File: config.mk
export PLATFORM = sky130hd
export DESIGN_NAME = fp_unpack_stage
export DESIGN_NICKNAME = d
export VERILOG_FILES = /design/src/rtl/fpu_pkg.sv /design/src/rtl/fp_classify.sv /design/src/rtl/fp_unpack_stage.sv
export SDC_FILE = /design/constraint.sdc
export NUM_CORES = 1
export LEC_CHECK = 0
export ABC_AREA = 1
export CAP_MARGIN = 20
export CORE_ASPECT_RATIO = 1.75
export CORE_MARGIN = 3
export CORE_UTILIZATION = 55
export CTS_CLUSTER_DIAMETER = 50
export DETAILED_ROUTE_END_ITERATION = 10
export PLACE_DENSITY = 0.89
export SYNTH_ARGS = -nofsm -noshare
export SYNTH_HDL_FRONTEND = slang
export SYNTH_SLANG_ARGS = --single-unit
File: constraint.sdc
create_clock -name clk -period 6.65 [get_ports clk]
set_input_delay 1.6625 -clock clk [delete_from_list [all_inputs] [get_ports clk]]
set_output_delay 1.6625 -clock clk [all_outputs]
set_load 0.02 [all_outputs]
File: src/rtl/fpu_pkg.sv
// Shared definitions for the floating-point add/sub datapath.
//   fp_class_e    : operand class produced by fp_classify
//   Sp*/Dp*       : word, exponent and stored-significand widths for single/double precision
//   SpExpOnes/DpExpOnes : all-ones exponent (Inf/NaN encoding) per precision
package fpu_pkg;

  typedef enum logic [1:0] {
    FP_ZERO,
    FP_NORM,
    FP_INF,
    FP_NAN
  } fp_class_e;

  // Single precision
  localparam int unsigned SpW  = 32;
  localparam int unsigned SpEW = 8;
  localparam int unsigned SpSW = 23;

  // Double precision
  localparam int unsigned DpW  = 64;
  localparam int unsigned DpEW = 11;
  localparam int unsigned DpSW = 52;

  localparam logic [SpEW-1:0] SpExpOnes = '1;
  localparam logic [DpEW-1:0] DpExpOnes = '1;

endpackage

File: src/rtl/fp_classify.sv
// Combinational classifier for one IEEE-754 operand.
//   exp_i  : biased exponent field
//   man_i  : stored significand field
//   cls_o  : FP_ZERO / FP_NORM / FP_INF / FP_NAN
//   sgf_o  : significand with hidden bit; denormals are flushed to zero (hidden bit 0,
//            fraction 0). Inf/NaN keep hidden bit 1 since their exponent is non-zero.
module fp_classify
  import fpu_pkg::*;
#(
  parameter int unsigned EW = 8,
  parameter int unsigned SW = 23
) (
  input  logic [EW-1:0] exp_i,
  input  logic [SW-1:0] man_i,
  output fp_class_e     cls_o,
  output logic [SW:0]   sgf_o
);

  localparam logic [EW-1:0] ExpOnes = '1;

  always_comb begin
    cls_o = FP_NORM;
    sgf_o = {1'b1, man_i};
    if (exp_i == ExpOnes) begin
      cls_o = (man_i != '0) ? FP_NAN : FP_INF;
    end else if (exp_i == '0) begin
      cls_o = FP_ZERO;
      sgf_o = '0;
    end
  end

endmodule

File: src/rtl/fp_unpack_stage.sv
// Front-end unpack/align stage of the FP add/sub pipeline.
// Splits two IEEE-754 operands into sign/exponent/significand, classifies them, orders them
// by magnitude (larger first) and emits the exponent difference plus special-case flags.
// Two register stages with valid/ready backpressure:
//   S1 : decoded fields, classes, effective B sign, magnitude compare result
//   S2 : swapped outputs, exponent difference, NaN/Inf/Zero flags (drives the outputs)
// Ports:
//   clk, rst                  : clock, asynchronous active-low reset
//   in_valid_i / in_ready_o   : operand-pair handshake
//   op_a_i, op_b_i, op_sel_i  : operands and operation (0 = A+B, 1 = A-B)
//   out_valid_o / out_ready_i : result handshake
//   sign_lg_o, eff_sub_o, swap_o, exp_lg_o, exp_diff_o, sgf_lg_o, sgf_sm_o : aligned fields
//   nan_o, inf_o, zero_o      : special-case flags
module fp_unpack_stage
  import fpu_pkg::*;
#(
  parameter int unsigned W  = 32,
  parameter int unsigned EW = 8,
  parameter int unsigned SW = 23
) (
  input  logic          clk,
  input  logic          rst,
  input  logic          in_valid_i,
  output logic          in_ready_o,
  input  logic [W-1:0]  op_a_i,
  input  logic [W-1:0]  op_b_i,
  input  logic          op_sel_i,
  output logic          out_valid_o,
  input  logic          out_ready_i,
  output logic          sign_lg_o,
  output logic          eff_sub_o,
  output logic          swap_o,
  output logic [EW-1:0] exp_lg_o,
  output logic [EW-1:0] exp_diff_o,
  output logic [SW:0]   sgf_lg_o,
  output logic [SW:0]   sgf_sm_o,
  output logic          nan_o,
  output logic          inf_o,
  output logic          zero_o
);

  // ---------------------------------------------------------------------------------------------
  // Field extraction and classification
  // ---------------------------------------------------------------------------------------------
  logic          a_sign;
  logic          b_sign;
  logic [EW-1:0] a_exp;
  logic [EW-1:0] b_exp;
  logic [SW-1:0] a_man;
  logic [SW-1:0] b_man;
  fp_class_e     a_cls;
  fp_class_e     b_cls;
  logic [SW:0]   a_sgf;
  logic [SW:0]   b_sgf;
  logic          a_lt_b;

  assign a_sign = op_a_i[W-1];
  assign b_sign = op_b_i[W-1];
  assign a_exp  = op_a_i[W-2 -: EW];
  assign b_exp  = op_b_i[W-2 -: EW];
  assign a_man  = op_a_i[SW-1:0];
  assign b_man  = op_b_i[SW-1:0];

  fp_classify #(
    .EW (EW),
    .SW (SW)
  ) u_classify_a (
    .exp_i (a_exp),
    .man_i (a_man),
    .cls_o (a_cls),
    .sgf_o (a_sgf)
  );

  fp_classify #(
    .EW (EW),
    .SW (SW)
  ) u_classify_b (
    .exp_i (b_exp),
    .man_i (b_man),
    .cls_o (b_cls),
    .sgf_o (b_sgf)
  );

  // Magnitude compare on flushed fields; a tie keeps A as the larger operand.
  assign a_lt_b = {a_exp, a_sgf[SW-1:0]} < {b_exp, b_sgf[SW-1:0]};

  // ---------------------------------------------------------------------------------------------
  // Handshake
  // ---------------------------------------------------------------------------------------------
  logic s1_valid_q;
  logic s2_valid_q;
  logic s2_load;
  logic s1_adv;
  logic s1_load;

  assign s2_load    = !s2_valid_q || out_ready_i;
  assign s1_adv     = s1_valid_q && s2_load;
  assign in_ready_o = !s1_valid_q || s1_adv;
  assign s1_load    = in_valid_i && in_ready_o;

  // ---------------------------------------------------------------------------------------------
  // Stage 1 registers
  // ---------------------------------------------------------------------------------------------
  logic          s1_sign_a_q;
  logic          s1_sign_b_q;  // B sign with op_sel already applied
  logic          s1_eff_sub_q;
  logic          s1_swap_q;
  fp_class_e     s1_cls_a_q;
  fp_class_e     s1_cls_b_q;
  logic [EW-1:0] s1_exp_a_q;
  logic [EW-1:0] s1_exp_b_q;
  logic [SW:0]   s1_sgf_a_q;
  logic [SW:0]   s1_sgf_b_q;

  always_ff @(posedge clk or negedge rst) begin
    if (!rst) begin
      s1_valid_q   <= 1'b0;
      s1_sign_a_q  <= 1'b0;
      s1_sign_b_q  <= 1'b0;
      s1_eff_sub_q <= 1'b0;
      s1_swap_q    <= 1'b0;
      s1_cls_a_q   <= FP_ZERO;
      s1_cls_b_q   <= FP_ZERO;
      s1_exp_a_q   <= '0;
      s1_exp_b_q   <= '0;
      s1_sgf_a_q   <= '0;
      s1_sgf_b_q   <= '0;
    end else begin
      if (in_ready_o) begin
        s1_valid_q <= in_valid_i;
      end
      if (s1_load) begin
        s1_sign_a_q  <= a_sign;
        s1_sign_b_q  <= b_sign ^ op_sel_i;
        s1_eff_sub_q <= a_sign ^ b_sign ^ op_sel_i;
        s1_swap_q    <= a_lt_b;
        s1_cls_a_q   <= a_cls;
        s1_cls_b_q   <= b_cls;
        s1_exp_a_q   <= a_exp;
        s1_exp_b_q   <= b_exp;
        s1_sgf_a_q   <= a_sgf;
        s1_sgf_b_q   <= b_sgf;
      end
    end
  end

  // ---------------------------------------------------------------------------------------------
  // Stage 2 next-state: swap, align, special cases
  // ---------------------------------------------------------------------------------------------
  logic          sign_lg_d;
  logic [EW-1:0] exp_lg_d;
  logic [EW-1:0] exp_sm_d;
  logic [EW-1:0] exp_diff_d;
  logic [SW:0]   sgf_lg_d;
  logic [SW:0]   sgf_sm_d;
  logic          nan_d;
  logic          inf_d;
  logic          zero_d;
  logic          a_is_inf;
  logic          b_is_inf;

  assign a_is_inf = (s1_cls_a_q == FP_INF);
  assign b_is_inf = (s1_cls_b_q == FP_INF);

  always_comb begin
    exp_lg_d = s1_exp_a_q;
    exp_sm_d = s1_exp_b_q;
    sgf_lg_d = s1_sgf_a_q;
    sgf_sm_d = s1_sgf_b_q;
    if (s1_swap_q) begin
      exp_lg_d = s1_exp_b_q;
      exp_sm_d = s1_exp_a_q;
      sgf_lg_d = s1_sgf_b_q;
      sgf_sm_d = s1_sgf_a_q;
    end
    exp_diff_d = exp_lg_d - exp_sm_d;

    nan_d  = (s1_cls_a_q == FP_NAN) || (s1_cls_b_q == FP_NAN) ||
             (a_is_inf && b_is_inf && s1_eff_sub_q);
    inf_d  = !nan_d && (a_is_inf || b_is_inf);
    zero_d = (s1_cls_a_q == FP_ZERO) && (s1_cls_b_q == FP_ZERO);

    // -0 only when both effective signs are negative (round-to-nearest zero rule).
    if (zero_d) begin
      sign_lg_d = s1_sign_a_q & s1_sign_b_q;
    end else begin
      sign_lg_d = s1_swap_q ? s1_sign_b_q : s1_sign_a_q;
    end
  end

  // ---------------------------------------------------------------------------------------------
  // Stage 2 registers (drive the outputs directly)
  // ---------------------------------------------------------------------------------------------
  logic          s2_sign_lg_q;
  logic          s2_eff_sub_q;
  logic          s2_swap_q;
  logic [EW-1:0] s2_exp_lg_q;
  logic [EW-1:0] s2_exp_diff_q;
  logic [SW:0]   s2_sgf_lg_q;
  logic [SW:0]   s2_sgf_sm_q;
  logic          s2_nan_q;
  logic          s2_inf_q;
  logic          s2_zero_q;

  always_ff @(posedge clk or negedge rst) begin
    if (!rst) begin
      s2_valid_q    <= 1'b0;
      s2_sign_lg_q  <= 1'b0;
      s2_eff_sub_q  <= 1'b0;
      s2_swap_q     <= 1'b0;
      s2_exp_lg_q   <= '0;
      s2_exp_diff_q <= '0;
      s2_sgf_lg_q   <= '0;
      s2_sgf_sm_q   <= '0;
      s2_nan_q      <= 1'b0;
      s2_inf_q      <= 1'b0;
      s2_zero_q     <= 1'b0;
    end else begin
      if (s2_load) begin
        s2_valid_q <= s1_valid_q;
      end
      if (s1_adv) begin
        s2_sign_lg_q  <= sign_lg_d;
        s2_eff_sub_q  <= s1_eff_sub_q;
        s2_swap_q     <= s1_swap_q;
        s2_exp_lg_q   <= exp_lg_d;
        s2_exp_diff_q <= exp_diff_d;
        s2_sgf_lg_q   <= sgf_lg_d;
        s2_sgf_sm_q   <= sgf_sm_d;
        s2_nan_q      <= nan_d;
        s2_inf_q      <= inf_d;
        s2_zero_q     <= zero_d;
      end
    end
  end

  assign out_valid_o = s2_valid_q;
  assign sign_lg_o   = s2_sign_lg_q;
  assign eff_sub_o   = s2_eff_sub_q;
  assign swap_o      = s2_swap_q;
  assign exp_lg_o    = s2_exp_lg_q;
  assign exp_diff_o  = s2_exp_diff_q;
  assign sgf_lg_o    = s2_sgf_lg_q;
  assign sgf_sm_o    = s2_sgf_sm_q;
  assign nan_o       = s2_nan_q;
  assign inf_o       = s2_inf_q;
  assign zero_o      = s2_zero_q;

endmodule

==> results.yml <==
sta:
  relSlewSlack_pct: 29.9
  fin_crit_sh_pct: 69.4
  fmax_ghz: 0.217
  setup_ws_ns: 2.03
  slew_viol_final: 0
  fin_worst_skew_ns: 0.00849
  hold_violations: 0
  setup_tns_ns: 0
  grt_setup_unrepaired: "no"
  finalSetupViolCount: 0
  fin_crit_ns: 4.62
  worst_pin_slew_ns: 1.05
placed_design:
  placed_cell_area_um2: 8760
  pre_cts_slack_ns: 2.03
  portBuffers: 140
  dpl.hpwl_mm: 13.6
  gp_congestion: 0.978
power:
  powerDensity_nw_per_um2: 360
  p_leak_nw: 4.42
  peakVddDrop_mv: 0.220
clock_network:
  clock-sinks: 144
  hold_buffers: 0
  ctsLongestPathBuffers: 2
  cts_tree: "yes"
  cts-resized-gates: 0
  clk_latency_ns: 0.42
  cts_root_buf: "clkbuf_16"
  cts_setup_buffers: 0
  htree_levels: 4
  cts.clk_slew.worst_paths_ns: 0.06
  cts_inserted_buffers: 17
critical_path:
  worstPathRequired_ns: 4.99
  path_class: "input port to primary output"
  end_kind: "primary output"
  cp_max_fo: 3
  rr_worst_depth: 10
  critPathLaunchType: "input port"
  cp.arrival_ns: 2.95
global_route:
  grt_most_used_layer: "met2"
  grt_pass1_vias: 6888
  grt_pass1_wl_mm: 32.5
  grt_use_met1_pct: 32.4
  antenna_found_initial: 0
  gr-total-overflow: 0
  grt_max_degree: 114
  met2_usage_pct: 51.0
  use_met3_pct: 4.63
  grtUsageTotal_pct: 28.3
yosys:
  yosys.area_share.simple_pct: 25.4
  synthesis.nets: 1030
  synth_mux_area_share_pct: 0
  synthXorXnorAreaFrac_pct: 0.480
  synth.distinct_cells: 34
  synth_cells: 924
  synthAdderAreaFrac_pct: 6.44
  synthFlopType: "dfrtp_1"
  synth-async-reset-ratio_pct: 100
  synth_edf_count: 0
  synth.avg_cell_area_um2: 7.90
  syn_area_um2: 7300
  netlist.area_leader.share_pct: 49.3
  ys_ff_latch: 144
  yosys_warnings: 0
  synth_area_leaders: "dfrtp_1 (49%), nand2_1 (17%), ha_1 (6.2%), nor2_1 (4.9%), a31oi_1 (4.3%)"
  synth_area_leader_cell: "dfrtp_1"
  seq_area_frac_synth_pct: 49.3
  synth_compound_area_share_pct: 12.1
  synth_top_family_by_area: "simple AND/OR/NAND/NOR gates"
floorplan:
  rows: 55
  die_w_um: 93.1
  die_area_um2: 14700
  die_y_um: 158
  coreArea_um2: 12900
  start_util_pct: 56.4
  num_io_pins: 141
route:
  wl_per_cell_um: 16.0
  drc: 0
  ant_nets: 0
  first_iter_violations: 526
  routed_wl_mm: 19.7
  num_vias: 6782
  via_per_inst: 5.53
  drtPass1Iterations: 5
final_layout:
  fin_area_um2: 9340
  syn_to_final_growth_pct: 27.9
  nets: 1148
  num_antenna_cells: 0
  n_fill_cell: 1023
  drive_above_1_share_pct: 5.12
status:
  outcome: "finished clean"
min_path:
  min_path_type: "flop to flop"
  min_path_cells: 2
flow_run:
  drv_cap: 0
[final timing paths]
kind	endpoint	startpoint	slack (ns)
setup / recovery	in_ready_o	out_ready_i	2.03
hold / removal	exp_lg_o[2]$_DFFE_PN0P_	exp_lg_o[2]$_DFFE_PN0P_	0.48
setup reg to reg	exp_diff_o[6]$_DFFE_PN0P_	s1_swap_q$_DFFE_PN0P_	3.88
hold reg to reg	exp_lg_o[2]$_DFFE_PN0P_	exp_lg_o[2]$_DFFE_PN0P_	0.48
max in group asynchronous	s1_swap_q$_DFFE_PN0P_	rst	4.05
min in group asynchronous	swap_o$_DFFE_PN0P_	rst	1.27
[critical path, cell delays in order]
cell and delay (ns):
clkdlybuf4s50_1 0.46, inv_1 0.05, nand3_1 0.14, clkdlybuf4s50_1 0.64
[state kept, by name, summed over array words and instances, names as in the netlist, 2 cells and up]
name	cells
s1_cls_a_q	2
s1_cls_b_q	2
exp_diff_o	8
s1_sgf_a_q	24
s1_exp_b_q	8
sgf_lg_o	24
sgf_sm_o	24
s1_sgf_b_q	24
exp_lg_o	8
s1_exp_a_q	8
[stage by stage]
| step | util, % | std cells | hold slack, ns | power [W] |
|---|---|---|---|---|
| after global placement | 67.7 | 1194 | 0.464 | 0.00240 |
| after detailed placement | 67.7 | 1194 | 0.465 | 0.00243 |
| final | 72.2 | 1226 | 0.484 | 0.00336 |
| after floorplan | - | 924 | 0.453 | 0.00190 |
| after CTS | 72.2 | 1226 | 0.482 | 0.00338 |
| after global routing | 72.2 | 1226 | 0.496 | 0.00356 |
[synth_stat cells, types with 3 or more instances]
cell type,n
inv_2,5
ha_1,36
nor2_1,96
clkbuf_1,21
nand2_1,334
o21ai_0,53
nor4_1,14
o21ai_1,25
a21oi_1,22
nand3_1,5
a31oi_1,50
nand4_1,5
buf_2,25
dfrtp_1,144
nor2_2,3
nor3_1,3
inv_1,61
[power breakdown]
part	internal, W	switching (W)
Combinational	0.000512	0.000669
Sequential	0.00110	0.000146
Clock	0.000527	0.000407
Total	0.00214	0.00122
[routing by layer]
layer	vias up	share of wire, %
met2	286	53
met1	3194	37
met4	0	4.0
met5	-	0
met3	64	5.8
li1	3238	-
[cell families after synthesis]
group,Yosys count
buffers and inverters,113
adder cells (fa/ha/maj),37
XOR/XNOR,4
AO/OA/AOI/OAI,159
flip-flops,144
AND/OR/NAND/NOR,467
[cell type report]
type                    instances  area (um2)  share of cell area [%]
clock buffers                  17         425                    4.56
clock inverters                15         150                    1.61
inverters                      66         248                    2.65
multi-input cells             667        3250                    34.8
flip-flops and latches        144        3600                    38.6
well taps                     171         214                    2.29
repair buffers                146        1450                    15.5
[cells in the final DEF, fill, tap and decap left out, types with 6 or more instances in the layout]
master           count
inv_6                6
o21ai_1             25
o21ai_0             53
dfrtp_1            143
a31oi_1             50
clkdlybuf4s50_1    139
buf_4                6
nor4_1              14
nor2_1              96
inv_1               61
nand2_1            333
ha_1                36
a21oi_1             22
clkbuf_16           17
No activity file was read; power rests on OpenSTA's default activity.
